**src/rtl/uart_rx_controller.sv**
```systemverilog
// ---------------------------------------------------------------------------
// uart_rx_controller
//
// Sequencing controller for a UART receiver datapath:
//   * synchronizes the raw serial line and detects the start (falling) edge,
//   * emits one-clock baud_rate_signal ticks positioned in the middle of each
//     bit (start, 8 data, stop) for the receiver to sample on,
//   * buffers the receiver's bytes in a small FIFO and hands them to a
//     downstream consumer over a valid/ready handshake, with a sticky
//     overrun flag for bytes dropped while the FIFO was full.
//
// Parameters
//   DIV_W        width of the baud divisor (clock cycles per bit)
//   FIFO_DEPTH   received-byte buffer entries (power of 2, >= 2)
//   SYNC_STAGES  flops in the uart_rx synchronizer (>= 2)
//
// Ports
//   clk               system clock, rising edge
//   rst               asynchronous, active-high reset
//   enable            1 = active; 0 = stop ticking and return to IDLE
//   baud_div          clocks per bit, captured at the start-edge detect
//   uart_rx           raw serial line, idle high
//   baud_rate_signal  one-clock tick to the receiver, mid-bit aligned
//   rx_data           receiver data byte
//   rx_valid          receiver valid_data pulse (pushes rx_data)
//   m_data            FIFO head byte
//   m_valid           FIFO non-empty
//   m_ready           consumer accepts the head when m_valid & m_ready
//   overrun           sticky: a byte was dropped because the FIFO was full
//   clear_overrun     synchronous clear of overrun (and frame_err if built)
//   frame_err         sticky bad-stop-bit flag (only with RX_FRAME_ERR_EN)
//   busy              1 while the FSM is not IDLE
//
// Build option
//   RX_FRAME_ERR_EN   when defined, adds the frame_err output and checks
//                     the stop-bit level at the tenth tick of each frame.
// ---------------------------------------------------------------------------
module uart_rx_controller #(
    parameter int DIV_W       = 16,
    parameter int FIFO_DEPTH  = 4,
    parameter int SYNC_STAGES = 2
) (
    input  logic             clk,
    input  logic             rst,
    input  logic             enable,
    input  logic [DIV_W-1:0] baud_div,
    input  logic             uart_rx,
    output logic             baud_rate_signal,
    input  logic [7:0]       rx_data,
    input  logic             rx_valid,
    output logic [7:0]       m_data,
    output logic             m_valid,
    input  logic             m_ready,
    output logic             overrun,
    input  logic             clear_overrun,
`ifdef RX_FRAME_ERR_EN
    output logic             frame_err,
`endif
    output logic             busy
);

    localparam int AW = $clog2(FIFO_DEPTH);
    localparam int PW = AW + 1;

    // -----------------------------------------------------------------------
    // Line synchronizer and start-edge detector
    // -----------------------------------------------------------------------
    logic [SYNC_STAGES-1:0] sync_q;
    logic                   rx_s;
    logic                   rx_prev;
    logic                   fall;

    // Flops reset to 1 so a line that is idle at reset release never looks
    // like a start edge.
    // NOTE: state is written with non-blocking (<=) assignments so every
    // flop samples the pre-edge value of its neighbours, which is what makes
    // this shift register a real chain of flops rather than a single wire.
    always_ff @(posedge clk or posedge rst) begin
        if (rst) begin
            sync_q  <= '1;
            rx_prev <= 1'b1;
        end else begin
            sync_q  <= {sync_q[SYNC_STAGES-2:0], uart_rx};
            rx_prev <= sync_q[SYNC_STAGES-1];
        end
    end

    assign rx_s = sync_q[SYNC_STAGES-1];
    assign fall = rx_prev & ~rx_s;

    // -----------------------------------------------------------------------
    // Baud tick sequencer
    // -----------------------------------------------------------------------
    typedef enum logic {
        IDLE  = 1'b0,
        FRAME = 1'b1
    } state_t;

    state_t           state;
    logic [DIV_W-1:0] div_eff;
    logic [DIV_W-1:0] div_lat;
    logic [DIV_W-1:0] divider;
    logic [3:0]       bit_cnt;
    logic             tick_q;
    logic             at_tick;

    // A divisor below 2 cannot place a tick mid-bit, so it is clamped.
    assign div_eff = (baud_div < DIV_W'(2)) ? DIV_W'(2) : baud_div;

    // The cycle in which the divider sits at zero is the tick cycle; the tick
    // flop is set on the edge that moves the divider from 1 to 0 so the
    // registered output lines up with that cycle exactly.
    assign at_tick = (state == FRAME) && (divider == '0);

    always_ff @(posedge clk or posedge rst) begin
        if (rst) begin
            state   <= IDLE;
            div_lat <= '0;
            divider <= '0;
            bit_cnt <= '0;
            tick_q  <= 1'b0;
        end else if (!enable) begin
            // Abort immediately; a tick due on this edge is swallowed.
            state  <= IDLE;
            tick_q <= 1'b0;
        end else begin
            case (state)
                IDLE: begin
                    tick_q <= 1'b0;
                    if (fall) begin
                        // Half a bit to the middle of the start bit.
                        div_lat <= div_eff;
                        divider <= div_eff >> 1;
                        bit_cnt <= '0;
                        state   <= FRAME;
                    end
                end
                FRAME: begin
                    if (divider == '0) begin
                        // Tick cycle: bit_cnt still holds the number of
                        // earlier ticks, so 0 means this is the start bit
                        // and 9 means this is the stop bit.
                        tick_q  <= 1'b0;
                        divider <= div_lat - DIV_W'(1);
                        bit_cnt <= bit_cnt + 4'd1;
                        if ((bit_cnt == 4'd0) && rx_s) begin
                            state <= IDLE;      // line back high: glitch
                        end
                        if (bit_cnt == 4'd9) begin
                            state <= IDLE;      // stop bit reached
                        end
                    end else begin
                        divider <= divider - DIV_W'(1);
                        tick_q  <= (divider == DIV_W'(1));
                    end
                end
                default: begin
                    state  <= IDLE;
                    tick_q <= 1'b0;
                end
            endcase
        end
    end

    assign baud_rate_signal = tick_q;
    assign busy             = (state != IDLE);

`ifdef RX_FRAME_ERR_EN
    // -----------------------------------------------------------------------
    // Stop-bit check: a low line at the tenth tick flags a framing error.
    // The byte itself is still buffered by the normal push path.
    // -----------------------------------------------------------------------
    logic ferr_set;

    assign ferr_set = at_tick && (bit_cnt == 4'd9) && !rx_s;

    always_ff @(posedge clk or posedge rst) begin
        if (rst) begin
            frame_err <= 1'b0;
        end else if (ferr_set) begin
            frame_err <= 1'b1;                  // set wins over clear
        end else if (clear_overrun) begin
            frame_err <= 1'b0;
        end
    end
`else
    logic unused_at_tick;
    assign unused_at_tick = at_tick;
`endif

    // -----------------------------------------------------------------------
    // Receive FIFO
    //   Pointers carry one extra wrap bit: equal pointers mean empty, equal
    //   low bits with differing wrap bits mean full.
    // -----------------------------------------------------------------------
    logic [7:0]  mem [FIFO_DEPTH];
    logic [AW:0] wptr;
    logic [AW:0] rptr;
    logic [AW:0] wptr_nxt;
    logic [AW:0] rptr_nxt;
    logic [7:0]  head_nxt;
    logic        full;
    logic        pop;
    logic        wr_en;
    logic        ovr_set;

    assign full    = (wptr[AW] != rptr[AW]) && (wptr[AW-1:0] == rptr[AW-1:0]);
    assign pop     = m_valid & m_ready;
    // A pop in the same cycle frees the slot, so a full FIFO can still
    // accept the byte.
    assign wr_en   = rx_valid & (~full | pop);
    assign ovr_set = rx_valid & full & ~pop;

    // NOTE: every signal assigned in this block gets a default first, so no
    // path leaves it unassigned and no latch is inferred.
    always_comb begin
        rptr_nxt = rptr;
        wptr_nxt = wptr;
        head_nxt = m_data;
        if (pop) begin
            rptr_nxt = rptr + PW'(1);
        end
        if (wr_en) begin
            wptr_nxt = wptr + PW'(1);
        end
        // The next head may be the slot being written right now (empty FIFO,
        // or a single entry popped while a new one arrives); take it from
        // rx_data since the array is only updated on the edge.
        if (wr_en && (wptr[AW-1:0] == rptr_nxt[AW-1:0])) begin
            head_nxt = rx_data;
        end else begin
            head_nxt = mem[rptr_nxt[AW-1:0]];
        end
    end

    // NOTE: the storage array has no reset; an entry is only ever read after
    // it has been written, and leaving it unreset lets it map onto plain
    // register-file or RAM cells.
    always_ff @(posedge clk) begin
        if (wr_en) begin
            mem[wptr[AW-1:0]] <= rx_data;
        end
    end

    // m_data is registered from the next-state head so it is glitch-free and
    // simply holds the last presented byte once the FIFO drains.
    always_ff @(posedge clk or posedge rst) begin
        if (rst) begin
            wptr    <= '0;
            rptr    <= '0;
            m_valid <= 1'b0;
            m_data  <= '0;
            overrun <= 1'b0;
        end else begin
            wptr    <= wptr_nxt;
            rptr    <= rptr_nxt;
            m_valid <= (rptr_nxt != wptr_nxt);
            if (rptr_nxt != wptr_nxt) begin
                m_data <= head_nxt;
            end
            if (ovr_set) begin
                overrun <= 1'b1;                // set wins over clear
            end else if (clear_overrun) begin
                overrun <= 1'b0;
            end
        end
    end

endmodule

```
**config.mk**
```make
export PLATFORM = sky130hd
export DESIGN_NAME = uart_rx_controller
export DESIGN_NICKNAME = d
export VERILOG_FILES = /design/src/rtl/uart_rx_controller.sv
export SDC_FILE = /design/constraint.sdc
export NUM_CORES = 1
export LEC_CHECK = 0
export CORE_MARGIN = 2
export CORE_UTILIZATION = 40
export CTS_CLUSTER_DIAMETER = 60
export CTS_CLUSTER_SIZE = 30
export DETAILED_ROUTE_END_ITERATION = 10
export GPL_TIMING_DRIVEN = 0
export PLACE_DENSITY = 0.71
export SLEW_MARGIN = 20
export SYNTH_ARGS = -nofsm -noshare
export SYNTH_HDL_FRONTEND = slang
export SYNTH_SLANG_ARGS = --single-unit
```
**constraint.sdc**
```tcl
create_clock -name clk -period 4.6 [get_ports clk]
set_input_delay 0.92 -clock clk [delete_from_list [all_inputs] [get_ports clk]]
set_output_delay 0.92 -clock clk [all_outputs]
set_load 0.1 [all_outputs]
```
# After elaboration in Yosys (flattened, before gate mapping)
# Memories as Yosys holds them, arrays and structs flattened. A register that Yosys moved wholly into a read port is not among the register bits.
# Cells that the tools add are included.
# classes
n_addsub	5
multipliers	0
div_mod_pow	0
order_cmp	1
n_eq_ne	7
shifts	0
n_mux	22
bitwise_logic	10
reduce_logical	8
# op_table
op	n
$mux 16	3
$pmux 16 s2	1
$sub 16x1->16 const B	2
$eq 16x1->1 const B	1
$logic_not 16->1	1
$lt 16x2->1 const B	1
$mux 1	11
$mux 4	2
$pmux 4 s2	1
$add 3x1->3 const B	2
$mux 3	2
$reduce_and 3->1	2
$and 1x1->1	5
$add 4x1->4 const B	1
$eq 4x4->1 const B	1
$logic_not 4->1	1
$not 1->1	4
$pmux 1 s2	2
$ne 3x3->1	1
$eq 2x2->1	1
$logic_and 1x1->1	2
$ne 2x1->1 const B	1
$ne 2x2->1 const B	1
$reduce_and 2->1	1
3 further kinds	3
# word_totals
ff_bits	49
latch_bits	0
ram_bits	32
romBits	0
in_bits	31
output_inout_bits	12
word_cells	65
memories	1
# memory_table
name	words	word_bits	read_ports	rd_ports_with_merged_regs	write_ports	line	text
mem	4	8	1	1	1	196	logic [7:0] mem [FIFO_DEPTH];

# Depth between registers and ports, before layout
# depth
depth_word	7
depth_mapped	8
ltp_nobuf	7

# Worst setup path before layout
# OpenSTA, ideal clock, no wires.
# synth_timing
path_type	reg2reg
start	reg m_valid
end	reg m_data[0], read port of mem
setup_time_ns	0.126
arrival_ns	2.716
t_required_ns	4.474
setup_slack_ns	1.759
path_stages_with_launch	7
path_buffers	1
period_less_slack_ns	2.841
path_cell_list	dfrtp_1 and2_1 buf_2 xnor2_2 mux4_2 mux2_2 mux2_2
# synth_between
elab_chain_cells	5
word_cells_on_any_way	6
classes_between	eq/ne: 1; mux: 2; bitwise: 3
# synth_lines
item	line	text
from (decl)	52	output logic m_valid,
from (signal assigned)	257	m_valid <= (rptr_nxt != wptr_nxt);
$and 1x1->1 (*)	208	assign pop = m_valid & m_ready;
$or 1x1->1	211	assign wr_en = rx_valid & (~full | pop);
$and 1x1->1	211	
$mux 3	223	if (wr_en) begin
$ne 3x3->1	258	if (rptr_nxt != wptr_nxt) begin
to (decl)	51	output logic [7:0] m_data,
# Every way passes the cells marked *; elsewhere a longest branch is shown, timed or not.
# A chain may end at the register's enable or synchronous reset.

# Final worst setup path
# layout_timing
start	in m_ready
end	reg m_data[4], read port of mem
# layout_between
elab_chain_cells	5
word_cells_on_any_way	6
classes_between	eq/ne: 1; mux: 2; bitwise: 3
# layout_lines
item	line	text
from (decl)	53	input logic m_ready,
$and 1x1->1 (*)	208	
$or 1x1->1	211	
$and 1x1->1	211	
$mux 3	223	
$ne 3x3->1	258	
# Marked as above.

==> summary.txt <==
Job
  • Total of max-cap violations: 0

Clocking
  • Clock slew at reported path FFs: roughly 0.06 ns
  • Post_cts resized: 0
  • Clk_lat worst skew: 0.34 ns
  • CTS Buffer Depth: 2
  • Post-CTS Setup Inserts: 0
  • Hold-fix buffers, CTS: 0
  • Max H-tree Level: 3
  • Total CTS buffers: 9
  • Clk sinks: ~90
  • CTS tree: done
  • CTS Root Cell: clkbuf_16

Yosys
  • Ys flop type: dfrtp_1
  • Ys async rst share: approximately 64%
  • Avg Cell Area, Syn: ~11 sq um
  • Sequential element share of the synthesized area: around half
  • Yosys cell types: 53
  • Mapped Area: 4684 sq um
  • Number of synthesized flops with an enable pin: 32
  • #FFs+latches synth: slightly below 90
  • YS warnings: 0
  • Synthesized net count: around 470
  • Post-Synthesis Cells: approximately 420

Critical path
  • Worst r2r dst: m_data[4]
  • Reg2Reg Setup Slack: between 1.5 and 2 ns
  • Worst r2r src: rptr[0]
  • R2R depth: 7
  • Crit. End Element: register
  • Critical path endpoint: m_data[4]
  • Startpoint Class: primary input
  • Crit path DAT: 3.36 ns
  • CP Class: primary input to register
  • Worst EP required: ~4.8 ns
  • Worst Path Max Fanout: 8
  • Critical Path Start: m_ready

STA
  • Setup violations, final: 0
  • Final Max Slew Viols: 0
  • Actual slew at the worst max-slew pin: about 0.98 ns
  • Final worst-path cycle share: 68.03%
  • Post-route worst setup slack: approximately 1.5 ns
  • Final Hold Violating Endpoints: 0
  • Fmax: between 0.3 and 0.4 GHz
  • Skew final: 0.006877 ns
  • RSZ-0062 raised after global routing: no
  • Setup TNS: 0 ns
  • Tmin final: approximately 3.1 ns
  • Worst rel slew slack: 33.85%

Drt
  • Vias: about 3.5k
  • Drt pass-1 iters: 4
  • WL per Instance: between 15 and 20 microns
  • DR vias/cell: approximately 5.6
  • Antenna violation net count after detailed routing: 0
  • DRC Markers: 0
  • DR iter-0 viols: 248
  • Detailed-route wire length: around 11 mm

Pwr
  • PD cells: between 600 and 700 nW/um^2
  • Worst IR Drop VDD: approximately 0.59 mV
  • Lkg Pwr: roughly 2.2 nW

Cells and area
  • Area Growth Syn to Fin: 19.79%
  • # diodes: 0
  • Number of nets in the layout: 520
  • Commonest cells after routing, fill and taps aside: dfrtp_1, nand2_1, clkdlybuf4s50_1
  • Most common cell after layout, fill and taps aside: dfrtp_1
  • Ratio of cells with drive above 1 in the final layout: around 12%
  • Fillers: 1036

Min path
  • Class of the worst hold path: register to register

Floorplan
  • Row cnt: 39
  • Core area: between 10000 and 15000 sq um
  • I/O pin cnt: between 40 and 50
  • Die Wd: roughly 110 microns
  • Starting Density: approximately two fifths
  • Height of the chip: 112.2 microns
  • Total die area: ~13000 sq um

Placement
  • Pre-CTS WS: between 1 and 1.5 ns
  • GP Congestion: roughly 0.91
  • Post-DP HPWL: between 7 and 8 mm
  • Buffers on Ports: 41

Global route
  • Total global-route track usage: about 18%
  • First-pass GRT wire length: roughly 18 mm
  • Vias in the first global route: 3510
  • Largest net degree at the start of global routing: 45
  • Antenna violations before repair: 0
  • Total gr overflow: 0

Run status
  • Status: complete, no violations
-- synthesized netlist by cell type (5+ instances only) --
library cell,instances,share of area (%)
o31ai_1,5,0.80
mux2_2,17,4.1
o211ai_1,6,0.96
ha_1,12,3.2
inv_1,16,1.3
and2_1,6,0.80
or4_1,6,0.96
edfxtp_1,32,21
a21oi_1,10,1.1
mux4_2,7,3.4
xor2_1,19,3.6
nand3_1,18,1.9
nand4_1,5,0.67
dfrtp_1,54,29
nor3_1,13,1.4
mux2i_1,13,2.8
o22ai_1,6,0.80
o21ai_0,12,1.3
nor4_1,15,2.0
xnor2_1,11,2.1
nor2_1,22,1.8
nand2_1,49,3.9
clkbuf_1,18,1.4
-- layer usage --
layer	routed length, microns	track usage, %	part of all wire (%)	vias to the layer above
met5	0	0	0	-
met4	212	5.366	2.0	0
met3	537	3.996	5.0	19
met2	5315	30.64	50	99
met1	4659	21.88	43	1689
li1	-	-	-	1663
-- critical path, cell delays in order --
cell and delay [ns]:
clkdlybuf4s50_1 0.44, and2_1 0.15, buf_2 0.16, xnor2_2 0.57, mux4_2 0.58, mux2_2 0.28, mux2_2 0.26
-- flip-flops by register name (all words and copies together), names as in the netlist, 2 cells and up --
name     cells
mem         32
rptr         3
m_data       8
div_lat     16
wptr         3
divider     16
sync_q       2
bit_cnt      4
-- cell type report --
type | instances | area (sq um) | share of cell area, %
Sequential cell | 89 | 2391 | 42.61
Multi-Input combinational cell | 296 | 2141 | 38.15
Timing Repair Buffer | 42 | 437.9 | 7.804
Clock buffer | 9 | 225.2 | 4.013
Tap cell | 143 | 178.9 | 3.188
Buffer | 23 | 98.84 | 1.761
Clock inverter | 7 | 76.32 | 1.360
Inverter | 16 | 62.56 | 1.115
-- report_power, final --
part	total, mW	switching, mW	leakage (nW)	internal [mW]
Sequential	1.17	0.142	0.988	1.03
Clock	0.742	0.317	0.144	0.425
Combinational	1.51	0.889	1.10	0.618
-- cells by family after synthesis --
family / share of synthesized area, %
xor gates and xnor gates: 5.956
muxes: 10.23
AOI/OAI and AO/OA: 9.455
buffers and inverters: 3.392
DFF: 51.04
adders and majority gates: 3.205
and+or+nand+nor: 16.72
-- stage by stage --
step	hold slack [ns]	cell area, sq um	power (mW)	utilization (%)	instances
global placement	0.3498	5274	2.640	46.19	608
global route	0.3606	5612	3.605	49.15	625
finish	0.3581	5612	3.418	49.15	625
detailed placement	0.3473	5310	2.700	46.50	609
floorplan	0.3452	4684	2.344	-	424
CTS	0.3599	5612	3.453	49.15	625
-- how the worst min path moves through the flow --
stage               slack (ns)      start         to  cells past startpoint
CTS                       0.36  sync_q[0]  sync_q[1]                      0
finish                    0.36  sync_q[0]  sync_q[1]                      0
global route              0.36  sync_q[0]  sync_q[1]                      0
floorplan                 0.35  sync_q[0]  sync_q[1]                      0
global placement          0.35  sync_q[0]  sync_q[1]                      0
detailed placement        0.35  sync_q[0]  sync_q[1]                      0
No activity file was read; power rests on OpenSTA's default activity.
